`src/rtl/aes192_ctrl.sv`:
```
`timescale 1ns/1ps
// aes192_ctrl: sequences AES-192 key expansion and the column-serial round datapath, arbitrating the shared S-box bank.
// Latency: READY 9 cycles after the last i_key_en; o_dout_en pulses 4*NR+1 cycles after o_load.
// Backpressure: o_din_ready low outside READY or while i_key_en is high; i_din_en without o_din_ready is dropped.
module aes192_ctrl #(
    // Number of rounds; legal values are 10, 12 and 14 (round counter is 4 bits).
    parameter int unsigned NR = 12
) (
    input  logic        i_clk,
    input  logic        i_rst,
    input  logic        i_key_en,
    output logic        o_kx_key_en,
    input  logic        i_kx_key_ok,
    input  logic        i_kx_sbox_use,
    input  logic [31:0] i_kx_sbox_din,
    input  logic [31:0] i_rd_sbox_din,
    output logic [31:0] o_sbox_din,
    input  logic        i_din_en,
    output logic        o_din_ready,
    output logic        o_load,
    output logic [3:0]  o_round,
    output logic [1:0]  o_col,
    output logic        o_round_end,
    output logic        o_last_round,
    output logic        o_dout_en,
    output logic        o_busy
);

    typedef enum logic [1:0] {
        S_IDLE  = 2'd0,
        S_KEYEX = 2'd1,
        S_READY = 2'd2,
        S_RUN   = 2'd3
    } state_t;

    localparam logic [3:0] LAST_ROUND = 4'(NR);

    state_t     state_q, state_d;
    logic [3:0] round_q, round_d;
    logic [1:0] col_q, col_d;
    logic       dout_en_q, dout_en_d;
    logic       run;

    // Key load goes straight through to keyex; the S-box bank gives key expansion priority.
    always_comb begin
        o_kx_key_en = i_key_en;
        o_sbox_din  = i_kx_sbox_use ? i_kx_sbox_din : i_rd_sbox_din;
    end

    // Status and handshake outputs decoded from the registered state.
    always_comb begin
        run          = (state_q == S_RUN);
        o_din_ready  = (state_q == S_READY) & ~i_key_en;
        o_load       = i_din_en & o_din_ready;
        o_round      = run ? round_q : 4'd0;
        o_col        = run ? col_q : 2'd0;
        o_round_end  = run & (col_q == 2'd3);
        o_last_round = run & (round_q == LAST_ROUND);
        o_dout_en    = dout_en_q;
        o_busy       = (state_q == S_KEYEX) | run;
    end

    // Next-state: a key load overrides everything and abandons any block in flight.
    always_comb begin
        state_d   = state_q;
        round_d   = round_q;
        col_d     = col_q;
        dout_en_d = 1'b0;
        if (i_key_en) begin
            state_d = S_KEYEX;
            round_d = 4'd0;
            col_d   = 2'd0;
        end else begin
            case (state_q)
                S_IDLE: begin
                    state_d = S_IDLE;
                end
                S_KEYEX: begin
                    if (i_kx_key_ok) begin
                        state_d = S_READY;
                    end
                end
                S_READY: begin
                    if (o_load) begin
                        state_d = S_RUN;
                        round_d = 4'd1;
                        col_d   = 2'd0;
                    end
                end
                S_RUN: begin
                    if (col_q == 2'd3) begin
                        col_d = 2'd0;
                        if (round_q == LAST_ROUND) begin
                            state_d   = S_READY;
                            round_d   = 4'd0;
                            dout_en_d = 1'b1;
                        end else begin
                            round_d = round_q + 4'd1;
                        end
                    end else begin
                        col_d = col_q + 2'd1;
                    end
                end
                default: begin
                    state_d = S_IDLE;
                    round_d = 4'd0;
                    col_d   = 2'd0;
                end
            endcase
        end
    end

    // State, round/column counters and the one-cycle ciphertext-valid flag.
    always_ff @(posedge i_clk or posedge i_rst) begin
        if (i_rst) begin
            state_q   <= S_IDLE;
            round_q   <= 4'd0;
            col_q     <= 2'd0;
            dout_en_q <= 1'b0;
        end else begin
            state_q   <= state_d;
            round_q   <= round_d;
            col_q     <= col_d;
            dout_en_q <= dout_en_d;
        end
    end

endmodule

```
`config.mk`:
```
export PLATFORM = sky130hd
export DESIGN_NAME = aes192_ctrl
export DESIGN_NICKNAME = d
export VERILOG_FILES = /design/src/rtl/aes192_ctrl.sv
export SDC_FILE = /design/constraint.sdc
export NUM_CORES = 1
export LEC_CHECK = 0
export ABC_AREA = 0
export CAP_MARGIN = 20
export CORE_ASPECT_RATIO = 0.8
export CORE_MARGIN = 1
export CORE_UTILIZATION = 44
export CTS_BUF_LIST = sky130_fd_sc_hd__clkbuf_16
export CTS_CLUSTER_SIZE = 28
export DETAILED_ROUTE_END_ITERATION = 16
export DONT_BUFFER_PORTS = 1
export PLACE_DENSITY = 0.61
export SLEW_MARGIN = 5
export SYNTH_ARGS = -nofsm -noshare
export SYNTH_HDL_FRONTEND = slang
export SYNTH_SLANG_ARGS = --single-unit
```
`constraint.sdc`:
```
create_clock -name i_clk -period 1.92 [get_ports i_clk]
set_clock_uncertainty 0.15 [all_clocks]
set_input_delay 0.384 -clock i_clk [delete_from_list [all_inputs] [get_ports i_clk]]
set_output_delay 0.384 -clock i_clk [all_outputs]
set_load 0.02 [all_outputs]
```
# Word-level counts from Yosys, hierarchy flattened
# Cells that the tools add are included.
dict set report classes {
  bitwise_logic 6
  addsub 2
  n_mux 22
  n_eq_ne 9
  n_reduce_logical 5
}
# op count
set ops {}
lappend ops {{32-bit two-way mux} 1}
lappend ops {{4-bit two-way mux} 5}
lappend ops {{2-bit two-way mux} 9}
lappend ops {{2-bit case mux with 4 select lines} 1}
lappend ops {{4-bit case mux with 2 select lines} 1}
lappend ops {{2-bit equality test, second input constant} 3}
lappend ops {{3-bit by 2-bit != test with 1-bit output, second input constant} 2}
lappend ops {{3-bit != test, second input constant} 2}
lappend ops {{4-bit by 1-bit adder with 4-bit output, second input constant} 1}
lappend ops {{1-bit AND} 4}
lappend ops {{4-bit equality test, second input constant} 1}
lappend ops {{1-bit two-way mux} 4}
lappend ops {{2-bit case mux with 2 select lines} 1}
lappend ops {{4-bit AND reduction} 1}
lappend ops {{3-bit AND reduction} 1}
lappend ops {{3-bit nonzero test} 1}
lappend ops {{2-bit by 1-bit adder with 2-bit output, second input constant} 1}
lappend ops {{2-bit by 1-bit equality test with 1-bit output, second input constant} 1}
lappend ops {{2-bit logical NOT} 1}
lappend ops {{2-bit AND reduction} 1}
lappend ops {{1-bit inverter} 1}
lappend ops {{1-bit bitwise OR} 1}
dict set report word_totals {
  output_inout_bits 45
  elab_cells 48
  in_bits 70
  reg_bits 9
}

# Depth between registers and ports, before layout
# Gate-level depths: netlist of run 1.
dict set report logic_depth {
  depth_word 6
  depth_mapped 5
  ltp_nobuf 5
}

# Worst setup path before layout of run 1
# OpenSTA, ideal clock, no wires.
dict set report synth_timing {
  path_kind {input to output}
  from {in i_key_en}
  to {out o_load}
  path_stages 2
  n_path_buf 1
  required_time_ns 1.386
  arrival_ns 1.342
  path_slack_ns 0.044
  path_cell_list {clkbuf_1 -> nor4b_1}
}
dict set report synth_via {
  elab_chain_len 3
}
# item line
set synth_rtl {}
lappend synth_rtl {{start, declared} 11} ;# input logic i_key_en,
lappend synth_rtl {{1-bit inverter} 53} ;# o_din_ready = (state_q == S_READY) & ~i_key_en;
lappend synth_rtl {{1-bit AND} 53}
lappend synth_rtl {{1-bit AND} 54} ;# o_load = i_din_en & o_din_ready;
lappend synth_rtl {{end, declared} 20} ;# output logic o_load,
# No other way between the ends.

# Final worst setup path of run 1
dict set report layout_timing {
  from {reg round_q[1]}
  to {out o_last_round}
}
dict set report layout_via {
  elab_chain_len 2
}
# item line
set layout_rtl {}
lappend layout_rtl {{start, declared} 39} ;# logic [3:0] round_q, round_d;
lappend layout_rtl {{start signal, assigned} 122} ;# round_q <= round_d;
lappend layout_rtl {{4-bit equality test} 58} ;# o_last_round = run & (round_q == LAST_ROUND);
lappend layout_rtl {{1-bit AND} 58}
lappend layout_rtl {{end, declared} 24} ;# output logic o_last_round,
# No other way between the ends.

==> results of run 1 <==
==> logic make-up (layout without fill, tap and decap cells) <==
group,count (synthesis),count (layout)
adder cells (fa/ha/maj),3,3
AND/OR/NAND/NOR,30,30
flip-flops,9,9
AO/OA/AOI/OAI,10,10
buffers and inverters,15,19
multiplexers,34,34
==> power by group through the flow <==
stage	logic, mW	clock network [mW]	registers (mW)
final	0.199	0.369	0.214
after global routing	0.210	0.394	0.216
after CTS	0.199	0.378	0.213
after detailed placement	0.196	0	0.215
after global placement	0.197	0	0.215
after floorplan	0.197	0	0.208
==> per-stage QoR <==
stage | util | power (mW)
after global placement | 0.511 | 0.411
after global routing | 0.561 | 0.820
after detailed placement | 0.511 | 0.412
after floorplan | - | 0.404
after CTS | 0.557 | 0.789
final | 0.561 | 0.782
==> repair_timing <==
| item | in CTS | in global routing |
|---|---|---|
| hold buffers | 1 | 0 |
| gates resized for setup | 0 | 5 |
| setup endpoints to repair | 0 | 5 |
| endpoints found under the hold margin | 9 | 0 |
==> path summary, 6_finish.rpt <==
path / endpoint / startpoint
max in group asynchronous: state_q[0]$_DFFE_PP0P_ / i_rst
min: state_q[1]$_DFFE_PP0P_ / i_key_en
max: o_last_round / round_q[1]$_DFFE_PP0P_
min in group asynchronous: col_q[0]$_DFFE_PP0P_ / i_rst
min reg2reg: col_q[1]$_DFFE_PP0P_ / col_q[1]$_DFFE_PP0P_
max reg2reg: round_q[1]$_DFFE_PP0P_ / col_q[0]$_DFFE_PP0P_
==> worst max-delay path, stage by stage (launching register included) <==
cell and delay (ns):
dfrtp_1 0.41, inv_2 0.09, ha_1 0.18, nand3_2 0.11
nor2_1 0.12, buf_4 0.15
==> final cells by class <==
class	count	area (um^2)	area share
inverters	6	22.5	0.0205
repair buffers	9	70.1	0.0636
clock buffers	3	75.1	0.0682
clock inverters	1	5.00	0.00455
multi-input cells	77	671	0.609
flip-flops and latches	9	228	0.207
well taps	24	30.0	0.0273
==> layer usage <==
| metal | vias to the layer above | track usage |
|---|---|---|
| met1 | 369 | 0.266 |
| li1 | 377 | - |
| met4 | 0 | 0.0974 |
| met5 | - | 0 |
| met3 | 2 | 0.0877 |
| met2 | 65 | 0.338 |
==> cells in the final DEF, fill, tap and decap left out, types with 2 or more instances in the layout <==
| cell type | instances |
|---|---|
| mux2_2 | 32 |
| buf_4 | 8 |
| and3_1 | 7 |
| dfrtp_1 | 7 |
| nor2_1 | 6 |
| a21oi_1 | 5 |
| inv_1 | 4 |
| nand2_1 | 3 |
| ha_1 | 3 |
| clkbuf_16 | 3 |
| inv_2 | 2 |
| a211oi_1 | 2 |
| nand4_1 | 2 |
| and4b_1 | 2 |
| nor3b_1 | 2 |
| dfrtp_2 | 2 |
==> flip-flops by register name, indices dropped and copies added, names as in the netlist <==
signal	flops
state_q	2
col_q	2
o_dout_en	1
round_q	4
==> impl_metrics.ini, run 1 <==
[outcome]
status = finished clean

[logic_synthesis]
synth-compound-area-share = 0.0654
yosys.area_share.simple = 0.192
synth-xor-area-share = 0
synth_area_leaders = mux2_2 (38%), dfrtp_1 (24%), and3_1 (4.6%)
synthFlopType = dfrtp_1
synthTopCellsByCount = mux2_2 (32), dfrtp_1 (9), and3_1 (7)
synth-edff-count = 0
netlist_instances = 101
synth_most_common_cell = mux2_2
synth_warnings = 0
syn_area_um2 = 956
synth.avg_cell_area_um2 = 9.46
yosysUniqueCellTypes = 28
async_flop_share = 1.00
ys_seq_area_frac = 0.236
synth_top_area_frac = 0.377
syn-num-nets = 174
synth_fa_ha_area_frac = 0.0393
yosysTopAreaCell = mux2_2
yosys-mux-area-fraction = 0.399
synth_top_family_by_area = multiplexers
ys_ff_latch = 9

[clocking]
post_cts_buffers = 0
clockBufferDepth = 2
htree_levels = 1
cts_tree = yes
worstSkewPairLatency_ns = 0.24
cts_buffers = 3
root_buffer = clkbuf_16
path_clk_slew_ns = 0.04
cts.sinks = 9

[detailed_routing]
first_pass_iters = 4
routed.top_layer = met4
vias_per_cell = 6.30
wl_met1_um = 1060
dr_wl_met2_um = 1320
vias = 813
route.detailed.drc = 0
drtIter0Drc = 23
wl_um = 2650
avgRoutedWirePerCell_um = 20.6
ant_nets = 0
wl_met3_um = 236

[grt]
track_usage = 0.219
grt_pass1_wl_um = 3480
grt_max_degree = 33
grt.overflow.total = 0
grt_pass1_vias = 729
antenna_found_initial = 0

[sta]
min_period_ns = 1.84
fin_ws_ns = 0.0769
finalHoldViolations = 0
slew-limit-headroom = 0.754
drv_slew = 0
timing.fmax_mhz = 543
fin_crit_sh = 0.960
hold_ws_ns = 0.0542
setup_tns_ns = 0
max_slew.worst_pin.slew_ns = 0.368
setup_viol = 0
rsz0062_at_grt = false

[die]
dieWidth_um = 54.1
fp.dieH_um = 43.7
io_pins = 115
die_area_um2 = 2360
core_um2 = 1960
row_count = 14
start_util = 0.487

[min_path]
hold_path.class = in -> reg
worstHoldPathCells = 1

[layout]
fin_cells = 129
num_antenna_cells = 0
fin_area_um2 = 1100
nFillCells = 176
nets = 179
synthToLayoutAreaGrowth_pct = 15.2
drive_above_1_share = 0.467

[setup_path]
cp-start-kind = flip-flop
required_ns = 1.39
critical_path.endpoint_type = output port
ff2ff_setup_slack_ns = 0.22
reg2reg_depth = 4
crit_type = reg -> out
worst-endpoint-arrival_ns = 1.31
path_max_fanout = 3

[pwr]
p_int_mw = 0.550
p_seq_frac = 0.274
power-per-cell-area_nw_per_um2 = 710
switching_share = 0.297
pwr-share-comb = 0.254
leakagePower_nw = 0.502
p_sw_mw = 0.232
clkPwrFrac = 0.472
ir_drop_v = 0.000530

[placed_design]
place_ws_ns = 0.238
io_buffers = 0
gp_congestion = 0.900
dp_hpwl_um = 2130
dpl.cell_count = 124
placed_area_um2 = 1000

[job]
drv_cap = 0
No activity file was read; power rests on OpenSTA's default activity.
==> inputs of run 2 (changes only) <==
--- a/config.mk
+++ b/config.mk
@@ -14,7 +14,6 @@
 export CTS_CLUSTER_SIZE = 28
 export DETAILED_ROUTE_END_ITERATION = 16
 export DONT_BUFFER_PORTS = 1
-export PLACE_DENSITY = 0.61
 export SLEW_MARGIN = 5
 export SYNTH_ARGS = -nofsm -noshare
 export SYNTH_HDL_FRONTEND = slang
==> run 2 against run 1 <==
Non-clock buffer count did not move. Critical path type unchanged. Clock-buffer cell count did not move. Highest routed layer unchanged. Sequential power about the same. Critical path depth did not move. Worst setup slack better by 0.018 ns. Global-route usage shrank 0.66 points.
==> impl_metrics.ini, run 2 (synthesis results as in run 1) <==
[setup_path]
required_ns = 1.39
reg2reg_depth = 4
cpPeakStageDelay_ns = 0.40
worst-endpoint-arrival_ns = 1.29
cp_cell_sequence = inv_1 > ha_1 > nand3_1 > nor2_1 > buf_4
ff2ff_setup_slack_ns = 0.24
cp.depth = 5
crit_type = reg -> out
endpoint = o_last_round
critical_path.endpoint_type = output port
critical-path-top-delay-family = flip-flops
cp-start-kind = flip-flop
crit_buf_inv = 2
timing.rr.end = round_q[1]$_DFFE_PP0P_
setup.worst_path.start = round_q[0]$_DFFE_PP0P_
path_max_fanout = 4
r2r_start = col_q[0]$_DFFE_PP0P_
critPathSlowestCell = dfrtp_1

[detailed_routing]
first_pass_iters = 2
drtIter0Drc = 13
wl_um = 2580
avgRoutedWirePerCell_um = 20.0
route.detailed.drc = 0
vias_per_cell = 6.17
vias = 796
ant_nets = 0

[die]
start_util = 0.487
dieWidth_um = 54.1
row_count = 14
io_pins = 115
fp.dieH_um = 43.7
die_area_um2 = 2360
core_um2 = 1960

[pwr]
ir_drop_v = 0.000666
power-per-cell-area_nw_per_um2 = 696
leakagePower_nw = 0.506

[min_path]
hold_path.class = in -> reg

[sta]
drv_slew = 0
setup_tns_ns = 0
fin_crit_sh = 0.951
max_slew.worst_pin.slew_ns = 0.333
rsz0062_at_grt = false
slew-limit-headroom = 0.778
timing.fmax_mhz = 548
min_period_ns = 1.83
setup_viol = 0
finalHoldViolations = 0

[grt]
track_usage = 0.212
grt.overflow.total = 0
antenna_found_initial = 0
grt_pass1_wl_um = 3400
grt_pass1_vias = 693
grt_max_degree = 33

[layout]
synthToLayoutAreaGrowth_pct = 15.1
top_regs = round_q (4), col_q (2), state_q (2)
final_cell_mix = mux2_2 (32), dfrtp_1 (8), buf_4 (8)
drive_above_1_share = 0.429
nFillCells = 179
final_util = 0.561
num_antenna_cells = 0
nets = 179
layout_commonest_cell = mux2_2
fin_area_um2 = 1100
largest_register = round_q
largest_reg_flops = 4

[placed_design]
dp_hpwl_um = 2150
placed_area_um2 = 1000
gp_congestion = 0.910
io_buffers = 0

[clocking]
cts_buffers = 3
htree_levels = 1
clockBufferDepth = 2
path_clk_slew_ns = 0.04
root_buffer = clkbuf_16
cts_tree = yes
worstSkewPairLatency_ns = 0.23
cts.sinks = 9

[job]
drv_cap = 0

[outcome]
status = finished clean
==> run 2: changes by cell type in the layout (fill, tap and decap cells not counted) <==
cell and delta:
clkinv_2 -1, dfrtp_1 +1, dfrtp_2 -1, inv_1 +3
inv_2 -2, nand3_1 +1, nand3_2 -1, nor4b_1 -1
nor4b_2 +1
==> run 2: final cells by class <==
cell class              count  area, um^2  area share
repair buffers              9        70.1      0.0637
clock buffers               3        75.1      0.0683
inverters                   6        22.5      0.0205
flip-flops and latches      9         226       0.206
clock inverters             1        3.75     0.00341
well taps                  24        30.0      0.0273
multi-input cells          77         672       0.611
==> run 2: how the worst min path moves through the flow <==
stage,from,cells past startpoint,slack [ns],endpoint
4_1_cts,i_key_en,1,0.06,round_q[0]$_DFFE_PP0P_
3_5_place_dp,i_rst,1,0.1,round_q[3]$_DFFE_PP0P_
6_report,i_key_en,1,0.07,round_q[0]$_DFFE_PP0P_
5_1_grt,i_key_en,1,0.06,round_q[0]$_DFFE_PP0P_
3_3_place_gp,i_rst,1,0.12,o_dout_en$_DFF_PP0_
2_1_floorplan,i_rst,1,0.06,col_q[0]$_DFFE_PP0P_
==> run 2: what timing repair did <==
action,CTS,global route
endpoints found under the setup margin,2,1
hold buffers,1,0
pin swaps,0,0
buffers inserted,0,0
gates resized for setup,1,1
endpoints found under the hold margin,9,0
==> run 2: worst register-to-register path: stages, from the launching register on <==
cell     delay, ns
dfrtp_1       0.40
ha_1          0.28
mux2_2        0.32
a21oi_1       0.23
mux2i_1       0.22
==> run 2: where the power goes <==
group	internal, mW	leakage (nW)	switching (mW)
clock network	0.271	0.0423	0.0822
registers	0.199	0.120	0.0158
logic	0.0762	0.344	0.121
==> run 2: per-layer routing <==
metal,share of wire,global-route usage
met5,0,0
met4,0.010,0.0923
met3,0.095,0.0702
met2,0.50,0.338
met1,0.39,0.260
==> run 2: stage by stage <==
step           cells  power [mW]  hold WS [ns]  setup slack [ns]
4_1_cts          129       0.775        0.0620            0.0174
3_5_place_dp     124       0.412        0.0994             0.223
6_report         129       0.765        0.0662            0.0946
3_3_place_gp     124       0.411         0.119             0.266
2_1_floorplan    101       0.404        0.0619            0.0436
5_1_grt          129       0.806        0.0550          0.000356
